$ cat src/rtl/operand_bypass_if.sv
// Operand bypass bus: pipeline control, issue info, stage results and read ports in,
// bypassed operands and hazard status out.
interface operand_bypass_if #(
    parameter int N_READ  = 2,
    parameter int N_STAGE = 3,
    parameter int DATA_W  = 32,
    parameter int REG_W   = 5,
    parameter int CNT_W   = 16
);
    localparam int AV_W = $clog2(N_STAGE + 1);

    logic                        advance;
    logic [N_STAGE-1:0]          flush;
    logic                        issue_wen;
    logic [REG_W-1:0]            issue_dst;
    logic [AV_W-1:0]             issue_avail;
    logic [N_STAGE*DATA_W-1:0]   stage_data;
    logic [N_READ-1:0]           rd_en;
    logic [N_READ*REG_W-1:0]     rd_addr;
    logic [N_READ*DATA_W-1:0]    rf_data;
    logic [N_READ*DATA_W-1:0]    operand;
    logic [N_READ-1:0]           fwd_hit;
    logic                        stall;
    logic [CNT_W-1:0]            stall_cnt;

    modport master (
        output advance, flush, issue_wen, issue_dst, issue_avail,
        output stage_data, rd_en, rd_addr, rf_data,
        input  operand, fwd_hit, stall, stall_cnt
    );

    modport slave (
        input  advance, flush, issue_wen, issue_dst, issue_avail,
        input  stage_data, rd_en, rd_addr, rf_data,
        output operand, fwd_hit, stall, stall_cnt
    );
endinterface

$ cat src/rtl/operand_bypass.sv
// ID-stage operand bypass and hazard unit: a tag pipe mirrors EX..WB destinations and
// each read port picks the youngest matching producer, stalling if it is not ready yet.
module operand_bypass_port #(
    parameter int N_STAGE = 3,
    parameter int DATA_W  = 32,
    parameter int REG_W   = 5,
    parameter int AV_W    = 2
) (
    input  logic [N_STAGE-1:0]             vld,
    input  logic [N_STAGE-1:0][REG_W-1:0]  dst,
    input  logic [N_STAGE-1:0][AV_W-1:0]   avail,
    input  logic [N_STAGE-1:0][DATA_W-1:0] stage_data,
    input  logic                           rd_en,
    input  logic [REG_W-1:0]               rd_addr,
    input  logic [DATA_W-1:0]              rf_data,
    output logic [DATA_W-1:0]              operand,
    output logic                           fwd_hit,
    output logic                           hazard
);
    logic              hit;
    logic [AV_W-1:0]   sel;
    logic [AV_W-1:0]   sel_av;
    logic [DATA_W-1:0] sel_data;
    logic              active;
    logic              ready;

    // Scan oldest to youngest so the youngest match is the one left standing.
    always_comb begin
        hit      = 1'b0;
        sel      = '0;
        sel_av   = '0;
        sel_data = '0;
        for (int k = N_STAGE - 1; k >= 0; k--) begin
            if (vld[k] && dst[k] == rd_addr) begin
                hit      = 1'b1;
                sel      = AV_W'(k);
                sel_av   = avail[k];
                sel_data = stage_data[k];
            end
        end
    end

    assign active  = hit && rd_en && (rd_addr != '0);
    assign ready   = (sel >= sel_av);
    assign fwd_hit = active && ready;
    assign hazard  = active && !ready;
    assign operand = fwd_hit ? sel_data : rf_data;
endmodule

module operand_bypass #(
    parameter int N_READ  = 2,
    parameter int N_STAGE = 3,
    parameter int DATA_W  = 32,
    parameter int REG_W   = 5,
    parameter int CNT_W   = 16
) (
    input  logic             clk,
    input  logic             rst_n,
    operand_bypass_if.slave  bus
);
    localparam int AV_W = $clog2(N_STAGE + 1);

    typedef struct packed {
        logic [REG_W-1:0] dst;
        logic [AV_W-1:0]  avail;
    } tag_t;

    logic [N_STAGE-1:0]             vld_pipe;
    logic [N_STAGE-1:0]             vld_nxt;
    tag_t [N_STAGE-1:0]             tag_pipe;
    tag_t [N_STAGE-1:0]             tag_nxt;
    logic [N_STAGE-1:0][REG_W-1:0]  dst_a;
    logic [N_STAGE-1:0][AV_W-1:0]   av_a;
    logic [N_STAGE-1:0][DATA_W-1:0] stage_d;
    logic [N_READ-1:0][REG_W-1:0]   rd_addr;
    logic [N_READ-1:0][DATA_W-1:0]  rf_data;
    logic [N_READ-1:0][DATA_W-1:0]  operand;
    logic [N_READ-1:0]              hazard;
    logic                           stall;
    logic                           issue_vld;
    logic [CNT_W-1:0]               stall_cnt;

    assign stage_d = bus.stage_data;
    assign rd_addr = bus.rd_addr;
    assign rf_data = bus.rf_data;

    genvar k, i;
    generate
        for (k = 0; k < N_STAGE; k++) begin : g_tag
            assign dst_a[k] = tag_pipe[k].dst;
            assign av_a[k]  = tag_pipe[k].avail;
        end

        for (i = 0; i < N_READ; i++) begin : g_port
            operand_bypass_port #(
                .N_STAGE (N_STAGE),
                .DATA_W  (DATA_W),
                .REG_W   (REG_W),
                .AV_W    (AV_W)
            ) u_port (
                .vld        (vld_pipe),
                .dst        (dst_a),
                .avail      (av_a),
                .stage_data (stage_d),
                .rd_en      (bus.rd_en[i]),
                .rd_addr    (rd_addr[i]),
                .rf_data    (rf_data[i]),
                .operand    (operand[i]),
                .fwd_hit    (bus.fwd_hit[i]),
                .hazard     (hazard[i])
            );
        end
    endgenerate

    assign stall         = |hazard;
    assign bus.stall     = stall;
    assign bus.operand   = operand;
    assign bus.stall_cnt = stall_cnt;

    // A stalled ID instruction enters EX as a bubble; r0 writes are never tracked.
    assign issue_vld = bus.issue_wen && !stall && (bus.issue_dst != '0);

    always_comb begin
        vld_nxt = vld_pipe;
        tag_nxt = tag_pipe;
        if (bus.advance) begin
            vld_nxt[0] = issue_vld;
            tag_nxt[0] = '{dst: bus.issue_dst, avail: bus.issue_avail};
            for (int s = 1; s < N_STAGE; s++) begin
                vld_nxt[s] = vld_pipe[s-1];
                tag_nxt[s] = tag_pipe[s-1];
            end
        end
    end

    always_ff @(posedge clk or negedge rst_n) begin
        if (!rst_n) begin
            vld_pipe  <= '0;
            tag_pipe  <= '0;
            stall_cnt <= '0;
        end else begin
            vld_pipe <= vld_nxt & ~bus.flush;
            tag_pipe <= tag_nxt;
            if (stall && !(&stall_cnt))
                stall_cnt <= stall_cnt + CNT_W'(1);
        end
    end
endmodule

$ cat src/flat_wrapper.sv
// flat-port wrapper written by rule: the top's interface ports become plain ports
module operand_bypass_flat 
#(
    parameter int N_READ  = 2,
    parameter int N_STAGE = 3,
    parameter int DATA_W  = 32,
    parameter int REG_W   = 5,
    parameter int CNT_W   = 16
)
  (clk, rst_n, bus_advance, bus_flush, bus_issue_wen, bus_issue_dst, bus_issue_avail, bus_stage_data, bus_rd_en, bus_rd_addr, bus_rf_data, bus_operand, bus_fwd_hit, bus_stall, bus_stall_cnt);
  operand_bypass_if #(.N_READ(N_READ), .N_STAGE(N_STAGE), .DATA_W(DATA_W), .REG_W(REG_W), .CNT_W(CNT_W)) bus_i ();
  input  logic clk;
  input  logic rst_n;
  input wire logic [$bits(bus_i.advance)-1:0] bus_advance;
  input wire logic [$bits(bus_i.flush)-1:0] bus_flush;
  input wire logic [$bits(bus_i.issue_wen)-1:0] bus_issue_wen;
  input wire logic [$bits(bus_i.issue_dst)-1:0] bus_issue_dst;
  input wire logic [$bits(bus_i.issue_avail)-1:0] bus_issue_avail;
  input wire logic [$bits(bus_i.stage_data)-1:0] bus_stage_data;
  input wire logic [$bits(bus_i.rd_en)-1:0] bus_rd_en;
  input wire logic [$bits(bus_i.rd_addr)-1:0] bus_rd_addr;
  input wire logic [$bits(bus_i.rf_data)-1:0] bus_rf_data;
  output wire logic [$bits(bus_i.operand)-1:0] bus_operand;
  output wire logic [$bits(bus_i.fwd_hit)-1:0] bus_fwd_hit;
  output wire logic [$bits(bus_i.stall)-1:0] bus_stall;
  output wire logic [$bits(bus_i.stall_cnt)-1:0] bus_stall_cnt;
  assign bus_i.advance = bus_advance;
  assign bus_i.flush = bus_flush;
  assign bus_i.issue_wen = bus_issue_wen;
  assign bus_i.issue_dst = bus_issue_dst;
  assign bus_i.issue_avail = bus_issue_avail;
  assign bus_i.stage_data = bus_stage_data;
  assign bus_i.rd_en = bus_rd_en;
  assign bus_i.rd_addr = bus_rd_addr;
  assign bus_i.rf_data = bus_rf_data;
  assign bus_operand = bus_i.operand;
  assign bus_fwd_hit = bus_i.fwd_hit;
  assign bus_stall = bus_i.stall;
  assign bus_stall_cnt = bus_i.stall_cnt;
  operand_bypass #(.N_READ(N_READ), .N_STAGE(N_STAGE), .DATA_W(DATA_W), .REG_W(REG_W), .CNT_W(CNT_W)) u_core (.clk(clk), .rst_n(rst_n), .bus(bus_i));
endmodule
$ cat config.mk
export PLATFORM = sky130hd
export DESIGN_NAME = operand_bypass_flat
export DESIGN_NICKNAME = d
export VERILOG_FILES = /design/src/rtl/operand_bypass_if.sv /design/src/rtl/operand_bypass.sv /design/src/flat_wrapper.sv
export SDC_FILE = /design/constraint.sdc
export NUM_CORES = 1
export LEC_CHECK = 0
export CORE_MARGIN = 2
export CORE_UTILIZATION = 30
export DETAILED_ROUTE_END_ITERATION = 8
export GPL_ROUTABILITY_DRIVEN = 0
export HOLD_SLACK_MARGIN = 0.05
export MAX_ROUTING_LAYER = met4
export PLACE_DENSITY_LB_ADDON = 0.05
export SYNTH_ARGS = -nofsm -noshare
export SYNTH_HDL_FRONTEND = slang
export SYNTH_SLANG_ARGS = --single-unit
export TNS_END_PERCENT = 100
$ cat constraint.sdc
create_clock -name clk -period 6.85 [get_ports clk]
set_clock_uncertainty 0.05 [all_clocks]
set_input_delay 2.055 -clock clk [delete_from_list [all_inputs] [get_ports clk]]
set_output_delay 2.055 -clock clk [all_outputs]
set_load 0.02 [all_outputs]
Word level (Yosys, flattened, before mapping)
Cells that the tools add are included.

storage, ports and cells
  output and inout port bits = 83
  bits in registers = 40
  word-level logic and storage cells = 72

operators by class
  reductions and logical operators = 26
  eq/ne operators = 6
  bitwise gates (word level) = 2
  multiplexer cells = 27
  $add $sub $neg = 1
  order comparisons = 2

operator list
  kind                     number
  $mux W32                 8
  $eq A5 B5 Y1             6
  $mux W2                  12
  $logic_and A1 B1 Y1      17
  $add A16 B1 Y16 const B  1
  $reduce_and A16 Y1       1
  $reduce_bool A5 Y1       3
  $mux W1                  6
  $ge A2 B2 Y1             2
  $logic_not A1 Y1         4
  $and A3 B3 Y3            1
  $mux W3                  1
  $not A3 Y3               1
  $reduce_or A2 Y1         1

Longest topological paths before layout
  depth after elaboration = 14
  gate-level depth with buffers = 17

By module
A second synthesis with hierarchy kept.

unflattened totals
  cell total of the unflattened synthesis = 624
  area total of the unflattened synthesis = 5230.0 µm²

modules (own cells, without submodules)
  module               area an instance (µm²)  instances  cells each
  operand_bypass_port  1714.1                  2          243
  operand_bypass       1801.7                  1          138

Worst setup path after synthesis
No wires, ideal clock.

  path kind = input to output
  from = in bus_rd_addr[3]
  to = out bus_operand[10]
  cell stages on the path = 16
  setup slack = -56 ps
  arrival = 4801 ps
  path through = xor2_1 nor4_1 and3_1 buf_2 nor2_2 buf_2 a22oi_1 o21ai_0 ha_1 nand2b_1 a21oi_1 nor2_1 o31ai_1 buf_2 buf_2 o31ai_1

on the way
  longest elaborated chain between the ends = 9
  elaborated cells between the ends (all ways) = 24
  classes of those cells = order compare: 1; eq/ne: 3; mux: 13; reduce/logical: 7

ends and longest elaborated chain
  what                                                  line                  RTL
  start, declared                                       flat_wrapper.sv:21    input wire logic [$bits(bus_i.rd_addr)-1:0] bus_rd_addr;
  branches (longest 8 deep; another with $ge A2 B2 Y1)  -
  $mux W32 (*)                                          operand_bypass.sv:47  assign operand = fwd_hit ? sel_data : rf_data;
  end, declared                                         flat_wrapper.sv:23    output wire logic [$bits(bus_i.operand)-1:0] bus_operand;

Mark *: on every way between the ends.

Final worst setup path
  from = in bus_rd_addr[9]
  to = out bus_operand[56]

The elaborated chain is that of the path after synthesis.

==> results.md <==
* Type of destination of the critical path: output port
* CP startpoint kind: primary input
* First-pass GRT wire length at 32000 um
* Flops & latches, synth at 40
* Post-synthesis sequential area ratio at 23.6%
* Pwr/cell area at 107 nW/um^2
* Cells after synthesis at 519
* Hold_ws at 0.450 ns
* WL per Instance at 22.5 um
* # fillers at 1192
* TritonRoute pass-1 iters at 5
* Crit path top cell by count: buf_6
* Starting density of the core at 30.6%
* Crit path cell chain: buf_2 > xor2_1 > nor4_1 > and3_2 > buf_6 > a22oi_2 > nor2_1 > a21oi_1 > ha_1 > a21oi_4 > nor2_4 > o31ai_4 > buf_6 > buf_6 > o31ai_4 > buf_6
* Crit Reg-Reg Startpoint: u_core.dst_a[11]
* Area grow syn2layout at 102%
* Clock buffer depth at 2
* Ant diodes at 0
* Slew @ Worst Pin at 1.07 ns
* Mapped Nets at 710
* GR Overflow Total at 0
* Largest net degree at the start of global routing at 65
* Initial antenna violation count at 0
* TritonCTS clock tree: done
* Critical path class: primary input to output port
* Slowest cell on crit path: ha_1
* Dpl hpwl at 15400 um
* Total number of yosys warnings at 0
* Fraction of layout cells with a size suffix above 1 at 35.9%
* Nets@finish at 1006
* Min Tclk post-route at 6.80 ns
* Post-route cell area at 8550 um^2
* Reg clk slew, reported paths at 0.06 ns
* ANT nets after route at 0
* Final Hold Violating Endpoints at 0
* Vias per cell at 5.95
* Final Max Tran Viols at 0
* Via count at 5924
* H-tree Lvls at 2
* # IOs at 269
* Total design power at 0.000915 W
* Clk_lat worst skew at 0.28 ns
* Peak supply drop at 196 uV
* Max_cap viols at 0
* Final wirelength at 22400 um
* Post-Syn Area at 4240 um^2
* Leakage Power at 3.24 nW
* Req. time, crit path at 4.74 ns
* RSZ-0062 raised after global routing: yes
* Die ar. at 15100 um^2
* Min-delay worst type: flip-flop to flip-flop
* Vias in the first global route at 5783
* Num Clock Sinks at 40
* Die extent in x at 123 um
* CTS Buf Count at 5
* Critical path's largest stage delay at 0.36 ns
* Final period util at 99.2%
* 1st-iter DRT viols at 444
* Core area at 13800 um^2
* Final setup viols at 0
* CP startpoint: bus_rd_addr[9]
* Syn_area_per_cell at 8.16 um^2
* Highest clock rate at 147 MHz
* CP Max Fanout at 5
* Critical Path AT at 4.69 ns
* Row count at 43
* Die height at 123 um
* Hold_sp: u_core.bus.stall_cnt[11]
* CTS Root Cell: clkbuf_16
* Rel. slew slack at 28.3%
* Netlist cell types at 40
* Placed Area at 7380 um^2
* Status: finished clean
* Total GRT Usage at 28.0%
* PortBufs at 268
* DRC viols at 0
-- cells in the mapped netlist --
library cell / instances / area share (%)
clkbuf_1: 30 / 2.7
nand2_1: 75 / 6.6
dfrtp_1: 40 / 24
or4_1: 3 / 0.53
o31ai_2: 1 / 0.30
ha_1: 5 / 1.5
nand3_1: 8 / 0.95
nor3_2: 2 / 0.47
nand2b_1: 5 / 0.74
nor4_1: 67 / 9.9
o211ai_1: 1 / 0.18
and3_1: 7 / 1.0
o31ai_1: 66 / 12
a22o_1: 1 / 0.21
xnor2_1: 23 / 4.8
nand4_1: 5 / 0.74
mux2_2: 23 / 6.1
a21oi_1: 3 / 0.35
buf_1: 3 / 0.27
and2_1: 1 / 0.15
nor3b_2: 1 / 0.30
xor2_1: 21 / 4.3
a32oi_4: 1 / 0.65
inv_1: 5 / 0.44
mux2i_1: 3 / 0.71
o22ai_1: 1 / 0.15
buf_4: 3 / 0.53
nor2b_1: 3 / 0.44
and4_1: 1 / 0.21
buf_2: 25 / 3.0
nor2_2: 1 / 0.15
nor2_1: 7 / 0.62
a221oi_1: 64 / 13
a22oi_1: 3 / 0.53
o21ai_0: 4 / 0.47
nor4_2: 1 / 0.30
nor3_1: 3 / 0.35
a211oi_1: 1 / 0.18
o311ai_2: 1 / 0.38
buf_6: 1 / 0.27
-- cells by family (layout without fill, tap and decap cells) --
logic type	Yosys count	after routing	share of synthesized area (%)
DFF	40	40	23.6
and+or+nand+nor	190	190	23.5
muxes	26	26	6.82
AOI/OAI and AO/OA	147	148	28.3
adders and majority gates	5	5	1.48
buffers and inverters	67	363	7.12
xor gates and xnor gates	44	44	9.10
-- path summary, 6_finish.rpt --
check	endpoint	slack [ns]	depth (start not counted)
min in group asynchronous	u_core.dst_a[13]	1.84	1
worst max-delay path	bus_operand[56]	0.05	16
max in group asynchronous	u_core.bus.stall_cnt[9]	4.36	1
worst min-delay path	u_core.bus.stall_cnt[11]	0.45	1
worst min register to register	u_core.bus.stall_cnt[11]	0.45	1
worst max register to register	u_core.bus.stall_cnt[6]	3.28	15
-- area by class of cell --
class                           instances  area, um^2  share of cell area [%]
Inverter                                5        18.8                   0.219
Timing Repair Buffer                  350        3370                    39.4
Clock buffer                            6         129                    1.51
Clock inverter                          2        35.0                   0.410
Multi-Input combinational cell        413        3770                    44.1
Sequential cell                        40        1000                    11.7
Tap cell                              180         225                    2.63
-- per-layer routing --
| metal | global-route usage [%] | wire (um) |
|---|---|---|
| met5 | - | 0 |
| met4 | 10.7 | 849 |
| met3 | 3.67 | 1520 |
| met2 | 50.0 | 11500 |
| met1 | 31.7 | 8570 |
-- flip-flops by register name, summed over array words and instances, names as in the netlist --
signal	count
u_core.av_a	6
u_core.vld_pipe	3
u_core.bus.stall_cnt	16
u_core.dst_a	15
-- per-stage QoR --
step,util [%],instances,TNS (ns),setup slack (ns)
4_1_cts,58.0,989,-0.0215,-0.0138
3_5_place_dp,53.4,957,-60.22,-1.20
2_1_floorplan,-,519,-1.12,-0.0558
5_1_grt,61.9,996,-0.707,-0.0625
6_report,61.9,996,0,0.0529
3_3_place_gp,53.4,957,-60.82,-1.17
-- where the power goes --
part / total, W / internal (W) / switching [W]
registers: 0.000283 / 0.000256 / 0.0000277
clock network: 0.000258 / 0.000171 / 0.0000865
logic: 0.000374 / 0.000199 / 0.000174
total: 0.000915 / 0.000626 / 0.000289
-- placed cells by master, fill, tap and decap left out, drive strengths merged, types with 2 or more instances in the layout --
master / count
clkdlybuf4s15: 2
nand2b: 5
mux2i: 3
mux2: 23
nor4: 68
nand3: 8
and3: 7
o31ai: 68
ha: 5
o21ai: 4
inv: 5
nor3: 5
nand4: 5
nor2b: 3
a22oi: 3
or4: 3
clkdlybuf4s50: 190
a221oi: 64
buf: 152
xor2: 21
dfrtp: 40
nand2: 75
xnor2: 23
a21oi: 3
clkbuf: 10
nor2: 8
-- what timing repair did --
action                                  CTS  global route
pin swaps                                30            36
hold buffers                              0             0
resized for setup                       478           120
endpoints found under the setup margin   67            67
gates cloned                              4             4
buffers inserted                         20             7
-- worst max-delay path: cells and delay by family --
family	cells	cell delay, ns
AND/OR/NAND/NOR	4	0.83
AO/OA/AOI/OAI	5	0.56
XOR/XNOR	1	0.16
adder cells (fa/ha/maj)	1	0.36
buffers and inverters	5	0.71
Power figures use the tool's default switching activity.
